===== src/rtl/mem_arbiter.sv =====
// Two-master (fetch/data) to one-slave memory port arbiter with a watchdog.
// Define ARB_ROUND_ROBIN_EN for round-robin contention; default is fixed D priority.
module mem_arbiter #(
  parameter int unsigned TIMEOUT = 256
) (
  input  logic        clk_i,
  input  logic        rst_ni,
  input  logic [31:0] ib_addr_i,
  input  logic        ib_valid_i,
  output logic [31:0] ib_data_o,
  output logic        ib_ready_o,
  input  logic [31:0] db_addr_i,
  input  logic [3:0]  db_lanes_i,
  input  logic [31:0] db_dout_i,
  input  logic        db_wr_i,
  input  logic        db_valid_i,
  output logic [31:0] db_din_o,
  output logic        db_ready_o,
  output logic [31:0] mem_addr_o,
  output logic [3:0]  mem_lanes_o,
  output logic [31:0] mem_dout_o,
  output logic        mem_wr_o,
  output logic        mem_valid_o,
  input  logic [31:0] mem_din_i,
  input  logic        mem_ready_i,
  output logic        bus_err_o
);

  localparam int unsigned CNT_W   = (TIMEOUT == 0) ? 1 : $clog2(TIMEOUT + 1);
  localparam int unsigned TO_LAST = (TIMEOUT == 0) ? 0 : TIMEOUT - 1;

  typedef enum logic [1:0] {
    S_IDLE  = 2'd0,
    S_GNT_I = 2'd1,
    S_GNT_D = 2'd2
  } state_e;

  localparam logic GRANT_I = 1'b0;
  localparam logic GRANT_D = 1'b1;

  state_e             state_q, state_d;
  logic               last_grant_q, last_grant_d;
  logic [CNT_W-1:0]   wait_cnt_q, wait_cnt_d;

  logic gnt_i, gnt_d, gnt_any;
  logic timeout_hit, done;

  assign gnt_i       = (state_q == S_GNT_I);
  assign gnt_d       = (state_q == S_GNT_D);
  assign gnt_any     = gnt_i | gnt_d;
  assign timeout_hit = (TIMEOUT != 0) && (wait_cnt_q == CNT_W'(TO_LAST));
  assign done        = mem_ready_i | timeout_hit;

  // State register
  always_ff @(posedge clk_i or negedge rst_ni) begin
    if (!rst_ni) begin
      state_q      <= S_IDLE;
      last_grant_q <= GRANT_I;
      wait_cnt_q   <= '0;
    end else begin
      state_q      <= state_d;
      last_grant_q <= last_grant_d;
      wait_cnt_q   <= wait_cnt_d;
    end
  end

  // Next-state: arbitration in IDLE, completion/watchdog while granted
  always_comb begin
    state_d      = state_q;
    last_grant_d = last_grant_q;
    wait_cnt_d   = wait_cnt_q;
    case (state_q)
      S_IDLE: begin
        wait_cnt_d = '0;
        if (ib_valid_i && db_valid_i) begin
`ifdef ARB_ROUND_ROBIN_EN
          state_d = (last_grant_q == GRANT_I) ? S_GNT_D : S_GNT_I;
`else
          state_d = S_GNT_D;
`endif
        end else if (db_valid_i) begin
          state_d = S_GNT_D;
        end else if (ib_valid_i) begin
          state_d = S_GNT_I;
        end
      end
      S_GNT_I, S_GNT_D: begin
        if (done) begin
          state_d      = S_IDLE;
          last_grant_d = gnt_d ? GRANT_D : GRANT_I;
          wait_cnt_d   = '0;
        end else if (wait_cnt_q != {CNT_W{1'b1}}) begin
          wait_cnt_d = wait_cnt_q + CNT_W'(1);
        end
      end
      default: state_d = S_IDLE;
    endcase
  end

  // Outputs: memory port muxed from the granted master, responses steered back
  always_comb begin
    mem_valid_o = gnt_any;
    mem_addr_o  = '0;
    mem_lanes_o = '0;
    mem_dout_o  = '0;
    mem_wr_o    = 1'b0;
    ib_ready_o  = 1'b0;
    ib_data_o   = '0;
    db_ready_o  = 1'b0;
    db_din_o    = '0;
    bus_err_o   = gnt_any && !mem_ready_i && timeout_hit;
    if (gnt_i) begin
      mem_addr_o  = ib_addr_i;
      mem_lanes_o = 4'b1111;
      ib_ready_o  = done && ib_valid_i;
      if (ib_ready_o && mem_ready_i) ib_data_o = mem_din_i;
    end
    if (gnt_d) begin
      mem_addr_o  = db_addr_i;
      mem_lanes_o = db_lanes_i;
      mem_dout_o  = db_dout_i;
      mem_wr_o    = db_wr_i;
      db_ready_o  = done && db_valid_i;
      if (db_ready_o && mem_ready_i) db_din_o = mem_din_i;
    end
  end

endmodule


===== config.mk =====
export PLATFORM = sky130hd
export DESIGN_NAME = mem_arbiter
export DESIGN_NICKNAME = d
export VERILOG_FILES = /design/src/rtl/mem_arbiter.sv
export SDC_FILE = /design/constraint.sdc
export NUM_CORES = 1
export LEC_CHECK = 0
export CAP_MARGIN = 10
export CORE_AREA = 2 2 106 108
export DETAILED_ROUTE_END_ITERATION = 10
export DIE_AREA = 0 0 108 110
export GPL_TIMING_DRIVEN = 0
export HOLD_SLACK_MARGIN = 0.08
export SLEW_MARGIN = 40
export SYNTH_ARGS = -nofsm -noshare
export SYNTH_HDL_FRONTEND = slang
export SYNTH_SLANG_ARGS = --single-unit

===== constraint.sdc =====
create_clock -name clk_i -period 6.7 [get_ports clk_i]
set_clock_uncertainty 0.1 [all_clocks]
set_input_delay 1.34 -clock clk_i [delete_from_list [all_inputs] [get_ports clk_i]]
set_output_delay 1.34 -clock clk_i [all_outputs]
set_load 0.01 [all_outputs]

==> results of run 1 <==
-- report_power, final --
group	internal, mW	total, mW	switching [mW]
registers	0.0749	0.0833	0.00844
logic	0.468	0.852	0.384
clock network	0.0418	0.0671	0.0253
total	0.585	1.00	0.418
-- per-layer routing --
metal | vias up | share of wire, % | global-route usage [%]
li1 | 1450 | - | -
met1 | 1323 | 38 | 19.53
met5 | - | 0 | 0
met4 | 0 | 2.0 | 4.304
met2 | 156 | 50 | 33.24
met3 | 15 | 10 | 4.703
-- worst max-delay path: cells and delay by family --
kind,cells,cell delay [ns]
buffers and inverters,3,1.38
and+or+nand+nor,2,0.44
-- area by class of cell --
| cell class | count | area, sq um | area share, % |
|---|---|---|---|
| timing repair buffer | 273 | 2733 | 59.06 |
| clock buffer | 4 | 45.04 | 0.9735 |
| tap | 140 | 175.2 | 3.786 |
| sequential | 11 | 275.3 | 5.949 |
| multi-input combinational | 221 | 1277 | 27.61 |
| buffer | 23 | 95.09 | 2.055 |
| inverter | 7 | 26.28 | 0.5679 |
-- per-stage QoR --
stage	power (mW)	instances	setup slack, ns
2_1_floorplan	0.4435	262	3.273
3_3_place_gp	0.9358	675	2.070
3_5_place_dp	0.9373	675	2.095
4_1_cts	1.015	679	2.067
5_1_grt	1.069	679	1.979
6_report	1.003	679	2.109
-- worst max path at each step --
stage,from,endpoint,slack (ns),cells past startpoint
2_1_floorplan,mem_ready_i,ib_data_o[10],3.27,4
3_3_place_gp,db_valid_i,db_din_o[25],2.07,5
3_5_place_dp,ib_valid_i,ib_data_o[22],2.09,5
4_1_cts,ib_valid_i,ib_data_o[22],2.07,5
5_1_grt,ib_valid_i,ib_data_o[22],1.98,5
6_report,ib_valid_i,ib_data_o[22],2.11,5
-- kinds of logic after synthesis --
logic type | Yosys count
flip-flops | 11
adder cells (fa/ha/maj) | 7
AND/OR/NAND/NOR | 161
AO/OA/AOI/OAI | 52
multiplexers | 1
buffers and inverters | 30
-- sequential cells by signal (all words and copies together), names as in the netlist --
register	cells
wait_cnt_q	9
state_q	2
-- placed cells by master (no fill, tap or decap), drive strengths merged, types with 2 or more instances in the layout --
cell type and count:
clkdlybuf4s50 273, nor2 67, nand2 41, and2 33, a22o 33, clkbuf 20
dfrtp 11, inv 7, ha 7, buf 7, a21oi 5, nand3 4
a21o 4, or4 3, o211ai 3, nand2b 2, o22ai 2
==> impl_metrics.env, run 1 <==
export IMPL_status="completed"
export IMPL_ys_warnings_count=0
export IMPL_fmax_mhz=217.8
export IMPL_synth_compound_area_share_pct=25.11
export IMPL_async_flop_share_pct=100.0
export IMPL_crit_arrival_ns=3.15
export IMPL_syn_inst=262
export IMPL_portBuffers=273
export IMPL_final_antenna_net_count=0
export IMPL_grt_start_max_net_pins=12
export IMPL_slowest_stage="clkdlybuf4s50_1"
export IMPL_drc=0
export IMPL_grt_usage_pct=17.58
export IMPL_worstMarginPinSlew_ns=0.5217
export IMPL_clockBufferDepth=2
export IMPL_synth_area_leader_cell="a22o_1"
export IMPL_synthTopCellsByArea="a22o_1 (17%), dfrtp_1 (16%), nor2_1 (15%)"
export IMPL_grt_ovfl_total=0
export IMPL_critical_path_max_stage_delay_ns=0.58
export IMPL_peakVddDrop_mv=0.09491
export IMPL_synth_most_common_cell="nor2_1"
export IMPL_grt_pass1_vias=3033
export IMPL_design_area_sq_um=4627
export IMPL_reg2reg_depth=7
export IMPL_setup_tns_ns=0
export IMPL_synth_edf_count=0
export IMPL_path_class="in -> out"
export IMPL_synthSimpleGateAreaFrac_pct=45.28
export IMPL_grt_first_pass_wirelength_um=16450
export IMPL_cap_violations=0
export IMPL_reg2reg_slack_ns=4.14
export IMPL_finalWeightedCongestion=0.7849
export IMPL_cts_setup_buffers=0
export IMPL_synth_area_sq_um=1669
export IMPL_cts_resized_gates=0
export IMPL_yosys_top_cells_count="nor2_1 (67), nand2_1 (41), a22o_1 (33), and2_1 (33), clkbuf_1 (16)"
export IMPL_synth_top_family_by_area="simple AND/OR/NAND/NOR gates"
export IMPL_syn_nets=407
export IMPL_avgSynthCellArea_sq_um=6.371
export IMPL_p_leak_nw=1.762
export IMPL_slew_headroom_pct=65.11
export IMPL_worstPathRequired_ns=5.26
export IMPL_synthFlopType="dfrtp_1"
export IMPL_r2r_start="wait_cnt_q[0]"
export IMPL_cts_tree="done"
export IMPL_hold_depth=1
export IMPL_p_per_area_nw_per_um2=216.7
export IMPL_htreeDepth=1
export IMPL_syn2layout_area_growth_pct=177.2
export IMPL_worstSetupStartpointType="primary input"
export IMPL_vias=2944
export IMPL_endpoint_kind="output pin"
export IMPL_rr_endpoint="wait_cnt_q[6]"
export IMPL_hold_start="wait_cnt_q[0]"
export IMPL_die_w_um=108
export IMPL_post_route_cells_drive_above_1_share_pct=1.484
export IMPL_finalSetupViolations=0
export IMPL_diodes=0
export IMPL_rsz0062_at_grt="no"
export IMPL_synth_top_area_share_pct=17.32
export IMPL_synth_seq_cells=11
export IMPL_path_max_fanout=10
export IMPL_drtPass1Iterations=4
export IMPL_utilization_pct=43.25
export IMPL_initialDrtViolationCount=169
export IMPL_min_path_type="reg -> reg"
export IMPL_via_per_inst=4.336
export IMPL_fin_nets=685
export IMPL_period_share_pct=68.52
export IMPL_synth_xor_area_share_pct=0
export IMPL_root_buffer="clkbuf_8"
export IMPL_ys_seq_area_share_pct=16.49
export IMPL_clock_sinks=11
export IMPL_synth_mux_area_share_pct=0.5997
export IMPL_die_area_sq_um=11880
export IMPL_num_fill_cells=1097
export IMPL_wire_per_inst_um=17.31
export IMPL_antenna_found_initial=0
export IMPL_ios=275
export IMPL_period_minus_slack_ns=4.591
export IMPL_wl_um=11760
export IMPL_placementRows=38
export IMPL_place_area_sq_um=4582
export IMPL_crit_path_cell_trace="clkdlybuf4s50_1 > nand2_1 > buf_1 > nor2_1 > clkdlybuf4s50_1"
export IMPL_clock_latency_ns=0.24
export IMPL_synth_distinct_cells=35
export IMPL_holdBufCountCts=0
export IMPL_dpl_hpwl_um=9649
export IMPL_min_to="wait_cnt_q[0]"
export IMPL_fp_dieH_um=110
export IMPL_synth_fa_ha_area_share_pct=5.247
export IMPL_clk_pin_slew_worst_paths_ns=0.05
export IMPL_crit_top_cell="clkdlybuf4s50_1"
export IMPL_start_util_pct=15.60
export IMPL_design_core_area_sq_um=10700
export IMPL_hold_viol=0
export IMPL_slew_violations=0
export IMPL_hold_slack_ns=0.4218
export IMPL_cts_buffers=3
Power figures use the tool's default switching activity.
==> inputs of run 2 (changes only) <==
--- a/config.mk
+++ b/config.mk
@@ -6,9 +6,9 @@
 export NUM_CORES = 1
 export LEC_CHECK = 0
 export CAP_MARGIN = 10
-export CORE_AREA = 2 2 106 108
+export CORE_AREA = 2 2 108 110
 export DETAILED_ROUTE_END_ITERATION = 10
-export DIE_AREA = 0 0 108 110
+export DIE_AREA = 0 0 110 112
 export GPL_TIMING_DRIVEN = 0
 export HOLD_SLACK_MARGIN = 0.08
 export SLEW_MARGIN = 40
==> constraint.sdc (replaced) <==
create_clock -name clk_i -period 4.3 [get_ports clk_i]
set_clock_uncertainty 0.1 [all_clocks]
set_input_delay 0.86 -clock clk_i [delete_from_list [all_inputs] [get_ports clk_i]]
set_output_delay 0.86 -clock clk_i [all_outputs]
set_load 0.01 [all_outputs]
==> impl_metrics.env, run 2 (synthesis gave the netlist of run 1 again) <==
export IMPL_design_area_sq_um=4664
export IMPL_largest_reg_flops=9
export IMPL_cts_setup_buffers=0
export IMPL_period_share_pct=92.27
export IMPL_post_route_cells_drive_above_1_share_pct=1.484
export IMPL_min_path_type="reg -> reg"
export IMPL_power_share_sequential_pct=7.9
export IMPL_worst_path_buf_inv=5
export IMPL_setup_tns_ns=0
export IMPL_grt_first_pass_wirelength_um=16580
export IMPL_critical_path_max_stage_delay_ns=0.60
export IMPL_diodes=0
export IMPL_clock_sinks=11
export IMPL_status="completed"
export IMPL_slew_violations=0
export IMPL_initialDrtViolationCount=107
export IMPL_hold_slack_ns=0.4005
export IMPL_root_buffer="clkbuf_16"
export IMPL_finalSetupViolations=0
export IMPL_cts_tree="done"
export IMPL_swShare_pct=41.05
export IMPL_antenna_found_initial=1
export IMPL_p_comb_share_pct=81.8
export IMPL_finalWeightedCongestion=0.9017
export IMPL_crit_path_cell_trace="inv_1 > ha_1 > clkbuf_1 > nor2b_1 > clkbuf_1 > clkbuf_1 > a22o_1 > clkdlybuf4s50_1"
export IMPL_fin_cells=682
export IMPL_path_class="reg -> out"
export IMPL_start_util_pct=14.94
export IMPL_die_w_um=110
export IMPL_cts_buffers=3
export IMPL_p_switching_mw=0.6767
export IMPL_p_per_area_nw_per_um2=353.4
export IMPL_reg_top3="wait_cnt_q: 9 flops, state_q: 2 flops"
export IMPL_drtPass1Iterations=5
export IMPL_fin_nets=685
export IMPL_via_per_inst=4.295
export IMPL_num_fill_cells=1134
export IMPL_wire_per_inst_um=17.47
export IMPL_rsz0062_at_grt="no"
export IMPL_portBuffers=273
export IMPL_p_int_mw=0.9718
export IMPL_holdBufCountCts=0
export IMPL_grt_start_max_net_pins=12
export IMPL_layout_common_cells="clkdlybuf4s50_1 (273), nor2_1 (67), nand2_1 (41)"
export IMPL_path_max_fanout=10
export IMPL_cts_resized_gates=0
export IMPL_endpoint_kind="output pin"
export IMPL_final_antenna_net_count=0
export IMPL_wl_um=11920
export IMPL_design_core_area_sq_um=11170
export IMPL_crit_family="buffers and inverters"
export IMPL_place_area_sq_um=4586
export IMPL_grt_usage_pct=17.62
export IMPL_fp_dieH_um=112
export IMPL_grt_ovfl_total=0
export IMPL_dpl_hpwl_um=10100
export IMPL_cap_violations=0
export IMPL_p_leak_nw=1.778
export IMPL_worstPathRequired_ns=3.34
export IMPL_clock_latency_ns=0.24
export IMPL_placed_cells=678
export IMPL_peakVddDrop_mv=0.1571
export IMPL_placementRows=39
export IMPL_pwr_share_clk_pct=10.4
export IMPL_worstMarginPinSlew_ns=0.5358
export IMPL_period_minus_slack_ns=3.968
export IMPL_syn2layout_area_growth_pct=179.5
export IMPL_largest_register="wait_cnt_q"
export IMPL_hold_viol=0
export IMPL_worstSetupStartpointType="register"
export IMPL_grt_pass1_vias=2984
export IMPL_dp_slack_ns=0.5628
export IMPL_clockBufferDepth=2
export IMPL_fmax_mhz=252.0
export IMPL_worst_slack_ns=0.3322
export IMPL_htreeDepth=1
export IMPL_crit_arrival_ns=3.01
export IMPL_slew_headroom_pct=64.28
export IMPL_crit_top_cell="clkbuf_1"
export IMPL_slowest_stage="clkdlybuf4s50_1"
export IMPL_ios=275
export IMPL_clk_pin_slew_worst_paths_ns=0.04
export IMPL_final_common_cell="clkdlybuf4s50_1"
export IMPL_drc=0
export IMPL_die_area_sq_um=12320
export IMPL_vias=2929
-- run 2: cell counts in the layout (fill, tap and decap cells not counted) --
No cell type changed its count.
-- run 2: worst register-to-register path: cells and delay by family (launching register included) --
family,cells,cell delay (ns)
adders and majority gates,2,0.50
DFF,1,0.40
and+or+nand+nor,5,1.50
-- run 2: worst paths after layout --
kind                                    start        endpoint  slack (ns)  depth (start not counted)
max in group asynchronous              rst_ni      state_q[0]        2.91                          1
worst max-delay path               state_q[0]  mem_addr_o[16]        0.33                          8
worst min register to register  wait_cnt_q[0]   wait_cnt_q[0]        0.40                          1
worst max register to register  wait_cnt_q[0]   wait_cnt_q[7]        1.75                          7
min in group asynchronous              rst_ni   wait_cnt_q[2]        0.86                          1
worst min-delay path            wait_cnt_q[0]   wait_cnt_q[0]        0.40                          1
-- run 2: layout make-up --
class / instances / area, sq um / share of cell area [%]
sequential: 11 / 275.3 / 5.901
timing repair buffer: 273 / 2733 / 58.58
inverter: 7 / 26.28 / 0.5633
buffer: 23 / 95.09 / 2.039
clock buffer: 4 / 78.83 / 1.690
multi-input combinational: 221 / 1277 / 27.39
tap: 143 / 178.9 / 3.836
-- run 2: metal layers --
| metal | up-vias | wire length, um | GRT usage (%) |
|---|---|---|---|
| met5 | - | 8 | 0 |
| met4 | 2 | 181 | 3.966 |
| met3 | 21 | 1372 | 5.738 |
| met2 | 164 | 5490 | 29.90 |
| met1 | 1300 | 4863 | 21.40 |
| li1 | 1442 | - | - |
-- run 2: power groups by stage --
stage          Sequential [mW]  Combinational, mW  Clock, mW
2_1_floorplan            0.128              0.563          0
3_3_place_gp             0.130               1.35          0
3_5_place_dp             0.131               1.35          0
4_1_cts                  0.130               1.37      0.175
5_1_grt                  0.132               1.44      0.182
6_report                 0.130               1.35      0.171
-- run 2: through the flow --
step | util, % | power (mW)
after CTS | 41.74 | 1.675
final | 41.74 | 1.649
after floorplan | - | 0.6911
after detailed placement | 41.04 | 1.486
after global placement | 40.99 | 1.484
after global routing | 41.74 | 1.755
